<file path="config.mk">
export PLATFORM = sky130hd
export DESIGN_NAME = alu_pipe_flow_demo
export DESIGN_NICKNAME = d
export VERILOG_FILES = /design/src/rtl/alu_pipe_flow_demo.sv
export SDC_FILE = /design/constraint.sdc
export NUM_CORES = 1
export LEC_CHECK = 0
export CAP_MARGIN = 20
export CELL_PAD_IN_SITES_DETAIL_PLACEMENT = 2
export CELL_PAD_IN_SITES_GLOBAL_PLACEMENT = 2
export CORE_AREA = 2 2 100 102
export CTS_CLUSTER_SIZE = 40
export DETAILED_ROUTE_END_ITERATION = 12
export DIE_AREA = 0 0 102 104
export HOLD_SLACK_MARGIN = 0.15
export PLACE_DENSITY_LB_ADDON = 0.2
export SYNTH_ARGS = -nofsm -noshare
export SYNTH_HDL_FRONTEND = slang
export SYNTH_SLANG_ARGS = --single-unit
export TNS_END_PERCENT = 1
</file>
<file path="constraint.sdc">
create_clock -name clk -period 4.3 [get_ports clk]
set_input_delay 0.86 -clock clk [delete_from_list [all_inputs] [get_ports clk]]
set_output_delay 0.86 -clock clk [all_outputs]
set_load 0.05 [all_outputs]
</file>
<file path="src/rtl/alu_pipe_flow_demo.sv">
// ---------------------------------------------------------------------------
// alu_pipe_flow_demo
//
// Two-stage pipelined ALU with valid/ready handshakes on both sides.
// Stage 1 registers the operands and opcode. Stage 2 computes the result
// from the stage-1 registers and registers y/cout. The output side can stall
// the pipeline: each stage advances only when its downstream slot is free
// or is emptying this cycle. A wrapping counter tracks output handshakes.
//
// Optional build macro: ALU_PIPE_FLAGS_EN
//   When defined, adds registered zero/ovf status outputs in stage 2.
//
// Parameters:
//   WIDTH       operand/result width (>= 2)
//   CNT_W       width of done_count
//
// Ports:
//   clk         clock, all state on rising edge
//   rst_n       synchronous active-low reset
//   in_valid    operand beat present
//   in_ready    block can accept a beat this cycle (combinational)
//   a, b        operands
//   op          opcode (AND,NAND,OR,NOR,XOR,ADD,SUB,SHL)
//   out_valid   result beat present
//   out_ready   consumer accepts the result this cycle
//   y, cout     result and carry/borrow/shift-out
//   done_count  output handshakes since reset, wrapping
//   zero, ovf   (ALU_PIPE_FLAGS_EN only) result-is-zero, signed overflow
// ---------------------------------------------------------------------------
module alu_pipe_flow_demo #(
  parameter int WIDTH = 8,
  parameter int CNT_W = 16
) (
  input  logic             clk,
  input  logic             rst_n,
  input  logic             in_valid,
  output logic             in_ready,
  input  logic [WIDTH-1:0] a,
  input  logic [WIDTH-1:0] b,
  input  logic [2:0]       op,
  output logic             out_valid,
  input  logic             out_ready,
  output logic [WIDTH-1:0] y,
  output logic             cout,
`ifdef ALU_PIPE_FLAGS_EN
  output logic             zero,
  output logic             ovf,
`endif
  output logic [CNT_W-1:0] done_count
);

  localparam logic [2:0] OP_AND  = 3'b000;
  localparam logic [2:0] OP_NAND = 3'b001;
  localparam logic [2:0] OP_OR   = 3'b010;
  localparam logic [2:0] OP_NOR  = 3'b011;
  localparam logic [2:0] OP_XOR  = 3'b100;
  localparam logic [2:0] OP_ADD  = 3'b101;
  localparam logic [2:0] OP_SUB  = 3'b110;
  localparam logic [2:0] OP_SHL  = 3'b111;

  // Stage 1 registers
  logic             s1_valid_q, s1_valid_d;
  logic [WIDTH-1:0] s1_a_q, s1_a_d;
  logic [WIDTH-1:0] s1_b_q, s1_b_d;
  logic [2:0]       s1_op_q, s1_op_d;

  // Stage 2 registers
  logic             s2_valid_q, s2_valid_d;
  logic [WIDTH-1:0] y_q, y_d;
  logic             cout_q, cout_d;
  logic [CNT_W-1:0] cnt_q, cnt_d;

  logic s2_adv;
  logic s1_adv;
  logic out_hs;

  // Combinational ALU on stage-1 contents
  logic [WIDTH:0]   add_full;
  logic [WIDTH:0]   sub_full;
  logic [WIDTH-1:0] alu_y;
  logic             alu_c;

  // A slot may take new data when it is empty or its occupant leaves now.
  assign s2_adv   = !s2_valid_q || out_ready;
  assign s1_adv   = !s1_valid_q || s2_adv;
  assign in_ready = s1_adv;
  assign out_hs   = s2_valid_q && out_ready;

  assign add_full = {1'b0, s1_a_q} + {1'b0, s1_b_q};
  // a - b as a + ~b + 1; the top bit is the "no borrow" carry.
  assign sub_full = {1'b0, s1_a_q} + {1'b0, ~s1_b_q} + {{WIDTH{1'b0}}, 1'b1};

  always_comb begin
    alu_y = '0;
    alu_c = 1'b0;
    case (s1_op_q)
      OP_AND:  alu_y = s1_a_q & s1_b_q;
      OP_NAND: alu_y = ~(s1_a_q & s1_b_q);
      OP_OR:   alu_y = s1_a_q | s1_b_q;
      OP_NOR:  alu_y = ~(s1_a_q | s1_b_q);
      OP_XOR:  alu_y = s1_a_q ^ s1_b_q;
      OP_ADD: begin
        alu_y = add_full[WIDTH-1:0];
        alu_c = add_full[WIDTH];
      end
      OP_SUB: begin
        alu_y = sub_full[WIDTH-1:0];
        alu_c = sub_full[WIDTH];
      end
      OP_SHL: begin
        alu_y = {s1_a_q[WIDTH-2:0], 1'b0};
        alu_c = s1_a_q[WIDTH-1];
      end
      default: begin
        alu_y = '0;
        alu_c = 1'b0;
      end
    endcase
  end

`ifdef ALU_PIPE_FLAGS_EN
  logic alu_zero;
  logic alu_ovf;
  logic zero_q, zero_d;
  logic ovf_q, ovf_d;

  // Overflow: both adder inputs share a sign and the sum's sign differs.
  // For SUB the second adder input is ~b.
  always_comb begin
    alu_zero = (alu_y == '0);
    alu_ovf  = 1'b0;
    case (s1_op_q)
      OP_ADD: alu_ovf = (s1_a_q[WIDTH-1] == s1_b_q[WIDTH-1]) &&
                        (alu_y[WIDTH-1] != s1_a_q[WIDTH-1]);
      OP_SUB: alu_ovf = (s1_a_q[WIDTH-1] == ~s1_b_q[WIDTH-1]) &&
                        (alu_y[WIDTH-1] != s1_a_q[WIDTH-1]);
      default: alu_ovf = 1'b0;
    endcase
  end
`endif

  // Next-state logic. Data registers load only alongside a valid beat so the
  // outputs hold their last result while the pipeline is idle.
  always_comb begin
    s1_valid_d = s1_valid_q;
    s1_a_d     = s1_a_q;
    s1_b_d     = s1_b_q;
    s1_op_d    = s1_op_q;
    s2_valid_d = s2_valid_q;
    y_d        = y_q;
    cout_d     = cout_q;
    cnt_d      = cnt_q;
`ifdef ALU_PIPE_FLAGS_EN
    zero_d     = zero_q;
    ovf_d      = ovf_q;
`endif

    if (s1_adv) begin
      s1_valid_d = in_valid;
      if (in_valid) begin
        s1_a_d  = a;
        s1_b_d  = b;
        s1_op_d = op;
      end
    end

    if (s2_adv) begin
      s2_valid_d = s1_valid_q;
      if (s1_valid_q) begin
        y_d    = alu_y;
        cout_d = alu_c;
`ifdef ALU_PIPE_FLAGS_EN
        zero_d = alu_zero;
        ovf_d  = alu_ovf;
`endif
      end
    end

    if (out_hs) begin
      cnt_d = cnt_q + {{(CNT_W-1){1'b0}}, 1'b1};
    end
  end

  always_ff @(posedge clk) begin
    if (!rst_n) begin
      s1_valid_q <= 1'b0;
      s1_a_q     <= '0;
      s1_b_q     <= '0;
      s1_op_q    <= '0;
      s2_valid_q <= 1'b0;
      y_q        <= '0;
      cout_q     <= 1'b0;
      cnt_q      <= '0;
`ifdef ALU_PIPE_FLAGS_EN
      zero_q     <= 1'b0;
      ovf_q      <= 1'b0;
`endif
    end else begin
      s1_valid_q <= s1_valid_d;
      s1_a_q     <= s1_a_d;
      s1_b_q     <= s1_b_d;
      s1_op_q    <= s1_op_d;
      s2_valid_q <= s2_valid_d;
      y_q        <= y_d;
      cout_q     <= cout_d;
      cnt_q      <= cnt_d;
`ifdef ALU_PIPE_FLAGS_EN
      zero_q     <= zero_d;
      ovf_q      <= ovf_d;
`endif
    end
  end

  assign out_valid  = s2_valid_q;
  assign y          = y_q;
  assign cout       = cout_q;
  assign done_count = cnt_q;
`ifdef ALU_PIPE_FLAGS_EN
  assign zero       = zero_q;
  assign ovf        = ovf_q;
`endif

endmodule

</file>
# == After elaboration in Yosys (flattened, before gate mapping) ==
# Cells that the tools add are included.
# op_classes
add_sub_neg,4
n_eq_ne,7
muxes,2
bitwise_logic,6
reduce_logical,8
# op_table
operator,n
$pmux W8 S8,1
$not A8 Y8,3
$add A8 B8 Y9,2
$add A16 B1 Y16 const B,1
$eq A3 B3 Y1 const B,4
$add A9 B1 Y9 const B,1
$and A8 B8 Y8,1
$or A8 B8 Y8,1
$xor A8 B8 Y8,1
$eq A3 B2 Y1 const B,2
$reduce_and A2 Y1,2
$eq A3 B1 Y1 const B,1
$logic_not A3 Y1,1
$pmux W1 S3,1
$logic_not A1 Y1,2
$logic_or A1 B1 Y1,2
$logic_and A1 B1 Y1,1
# word_totals
regBits,46
inputBits,23
output_inout_bits,27
wordCells,35

# == Longest topological paths before layout ==
# logic_depth
ltp_word,4
mapped_depth,9
mapped_depth_nobuf,9

# == Least setup slack after synthesis ==
# OpenSTA, ideal clock, no wires.
# synth_path
path_type,input to output
start,input port out_ready
end,output port in_ready
arrival_time_ns,1.400
required_ns,3.440
path_slack_ns,2.040
stages,2
path_buffers,0
path_cell_list,nor2b_1 nand2_1
# synth_via
elab_chain_cells,2
# synth_lines
element,line_no,source
from (decl),42,"input logic out_ready,"
$logic_or A1 B1 Y1,84,assign s2_adv = !s2_valid_q || out_ready;
$logic_or A1 B1 Y1,85,assign s1_adv = !s1_valid_q || s2_adv;
to (decl),37,"output logic in_ready,"
# Every way passes these cells.

# == Worst setup path after layout ==
# Ends and elaborated chain as after synthesis.

==> results.cfg <==
[cts]
clock-sinks = 46
path_clk_slew_ps = 90
cts-buffers-inserted = 5
clock_latency_ps = 310
clock_tree.root_cell = sky130_fd_sc_hd__clkbuf_8
cts_repair_resize_count = 0
postCtsHoldBufs = 0
cts_tree = yes
clockBufferDepth = 2
cts_setup_buffers = 0
cts_htree_levels = 2

[floorplan]
fp.dieH_um = 104
initial_core_utilization = 0.329
ios = 50
core-area_um2 = 9550
num_rows = 36
die-width_um = 102
die_area_um2 = 10600

[final_layout]
antenna_cells = 0
multi_input_area_um2 = 2030
n_fill_cell = 1129
synthToLayoutAreaGrowth_pct = 21.7
finish.net_count = 487
area.sequential_um2 = 921
final_layout_size_suffix_gt1_frac = 0.0388
layout.core_utilization = 0.401

[synthesis]
synthFlopType = sky130_fd_sc_hd__dfxtp_1
synth.net_count = 449
synth-async-reset-ratio = 0
synth_area_per_cell_um2 = 7.88
synth.cell_area_um2 = 3140
synth.yosys.warnings = 0
synth_edf_count = 0
yosys_reg_bits = 46
synthesis.instances = 399
synth.distinct_cells = 55
synth-seq-area-share = 0.293

[sta]
min_period_over_period = 0.782
slew_headroom = 0.422
clock.fmax_mhz = 297
final-max-slew-violation-count = 0
final_hold_viol_count = 0
worst_clock_skew_ps = 15.8
report.final.setup_viol = 0
worst_pin_slew_ps = 866
final_period_demand_of_the_worst_path_ps = 3360
grt_setup_unrepaired = no
post_route_setup_tns_ps = 0

[worst_setup_path]
rrSetupSlack_ps = 1620
setup.worst_path.end = in_ready
worst-endpoint-arrival_ps = 2500
cp-start-kind = primary input
r2r_start = s1_a_q[0]
cp.required_ps = 3440
worstRegToRegCells = 8
startpoint = out_ready
endpoint_kind = output pin
timing.setup.critical_path_class = primary input to output pin
timing.rr.end = y[6]
crit_fanout = 7

[drt]
detail_route.wl_per_cell_um = 17.3
post_detailed_routing_wire_length_mm = 9.86
drt-initial-drc-count = 86
antenna_violating_nets_post_route = 0
num_vias = 2997
remaining_routing_drc_violations = 0
drt-vias-per-instance = 5.25
drtPass1Iterations = 4

[global_route]
grt_pass1_vias = 3211
grt_overflow = 0
grt_first_pass_wirelength_mm = 16.5
overall_global_routing_usage = 0.193
antenna_found_initial = 0
grt_max_degree = 31

[run]
drv.max_cap_violation_count = 0

[pwr]
power.leakage_uw = 0.00140
max-vdd-ir-drop_mv = 0.105
powerDensity_nw_per_um2 = 259

[outcome]
result_of_the_run = finished, final reports clean

[place]
port-buffer-count = 49
final_replace_weighted_congestion = 0.798
post-dp-hpwl_mm = 7.59

[hold_path]
worstHoldPathType = register to register
per-layer routing:
metal / vias to the layer above / GRT usage / wire [um]
met1: 1486 / 0.259 / 4620
met4: 0 / 0.0371 / 83
met2: 36 / 0.326 / 4890
met3: 8 / 0.0276 / 265
met5: - / 0 / 0
li1: 1467 / - / -
where the power goes:
group / total [uW] / switching [uW] / leakage, uW / internal (uW)
Clock: 284 / 166 / 0.0000489 / 118
Combinational: 245 / 142 / 0.000980 / 102
Sequential: 465 / 21.8 / 0.000376 / 443
Total: 993 / 330 / 0.00140 / 663
cell type report:
| cell class | count | share of cell area |
|---|---|---|
| Multi-Input combinational cell | 306 | 0.532 |
| Sequential cell | 46 | 0.241 |
| Timing Repair Buffer | 53 | 0.136 |
| Tap cell | 133 | 0.0435 |
| Inverter | 25 | 0.0245 |
| Clock buffer | 5 | 0.0180 |
| Clock inverter | 3 | 0.00588 |
state kept, by name, indices dropped and copies added, names as in the netlist:
| register | flops |
|---|---|
| cout | 1 |
| done_count | 16 |
| out_valid | 1 |
| s1_a_q | 8 |
| s1_b_q | 8 |
| s1_op_q | 3 |
| s1_valid_q | 1 |
| y | 8 |
cells in the final DEF, fill, tap and decap left out, types with 11 or more instances in the layout:
cell / n
sky130_fd_sc_hd__a21oi_1: 14
sky130_fd_sc_hd__a21boi_0: 30
sky130_fd_sc_hd__clkdlybuf4s50_1: 49
sky130_fd_sc_hd__nor2_1: 19
sky130_fd_sc_hd__nand2_1: 69
sky130_fd_sc_hd__or3_1: 11
sky130_fd_sc_hd__nand3_1: 12
sky130_fd_sc_hd__ha_1: 25
sky130_fd_sc_hd__inv_1: 25
sky130_fd_sc_hd__o21ai_0: 19
sky130_fd_sc_hd__dfxtp_1: 46
through the flow:
step / instances / area (um^2) / hold WS (ps) / setup WS, ps / power [uW]
6_report: 571 / 3830 / 481 / 938 / 993
5_1_grt: 571 / 3830 / 510 / 827 / 1050
4_1_cts: 571 / 3830 / 482 / 904 / 1000
3_5_place_dp: 563 / 3740 / 470 / 904 / 720
3_3_place_gp: 563 / 3740 / 468 / 946 / 710
2_1_floorplan: 399 / 3140 / 460 / 2040 / 634
cell usage after synthesis, types with 7 or more instances:
cell | number | area (um^2)
sky130_fd_sc_hd__and2_1 | 8 | 50.1
sky130_fd_sc_hd__nor2_1 | 19 | 71.3
sky130_fd_sc_hd__a21oi_1 | 14 | 70.1
sky130_fd_sc_hd__buf_2 | 7 | 35.0
sky130_fd_sc_hd__clkbuf_1 | 13 | 48.8
sky130_fd_sc_hd__dfxtp_1 | 46 | 921
sky130_fd_sc_hd__nor2b_1 | 8 | 50.1
sky130_fd_sc_hd__nand2_1 | 69 | 259
sky130_fd_sc_hd__a21boi_0 | 30 | 225
sky130_fd_sc_hd__nand3_1 | 12 | 60.1
sky130_fd_sc_hd__or3_1 | 11 | 68.8
sky130_fd_sc_hd__nor3_1 | 7 | 35.0
sky130_fd_sc_hd__ha_1 | 25 | 313
sky130_fd_sc_hd__inv_1 | 25 | 93.8
sky130_fd_sc_hd__xnor2_1 | 9 | 78.8
sky130_fd_sc_hd__o21ai_0 | 19 | 95.1
how the worst min path moves through the flow:
stage | from | end | slack (ps) | cells past startpoint
floorplan | s1_b_q[2] | s1_b_q[2] | 460 | 2
global placement | y[0] | y[0] | 470 | 2
detailed placement | y[0] | y[0] | 470 | 2
CTS | y[0] | y[0] | 480 | 2
global route | y[0] | y[0] | 510 | 2
finish | y[0] | y[0] | 480 | 2
critical path: stages:
cell and delay, ps:
sky130_fd_sc_hd__clkdlybuf4s50_1 510, sky130_fd_sc_hd__nor2b_1 290, sky130_fd_sc_hd__nand2_1 130, sky130_fd_sc_hd__clkdlybuf4s50_1 710
cell families after synthesis:
logic type,after synthesis,share of synthesized area
compound gates,112,0.254
xor+xnor,12,0.0334
fa+ha+maj,27,0.112
buf+inv,47,0.0601
flops,46,0.293
mux,7,0.0283
simple gates,148,0.219
Note: power is estimated with default switching activity, not from simulation.
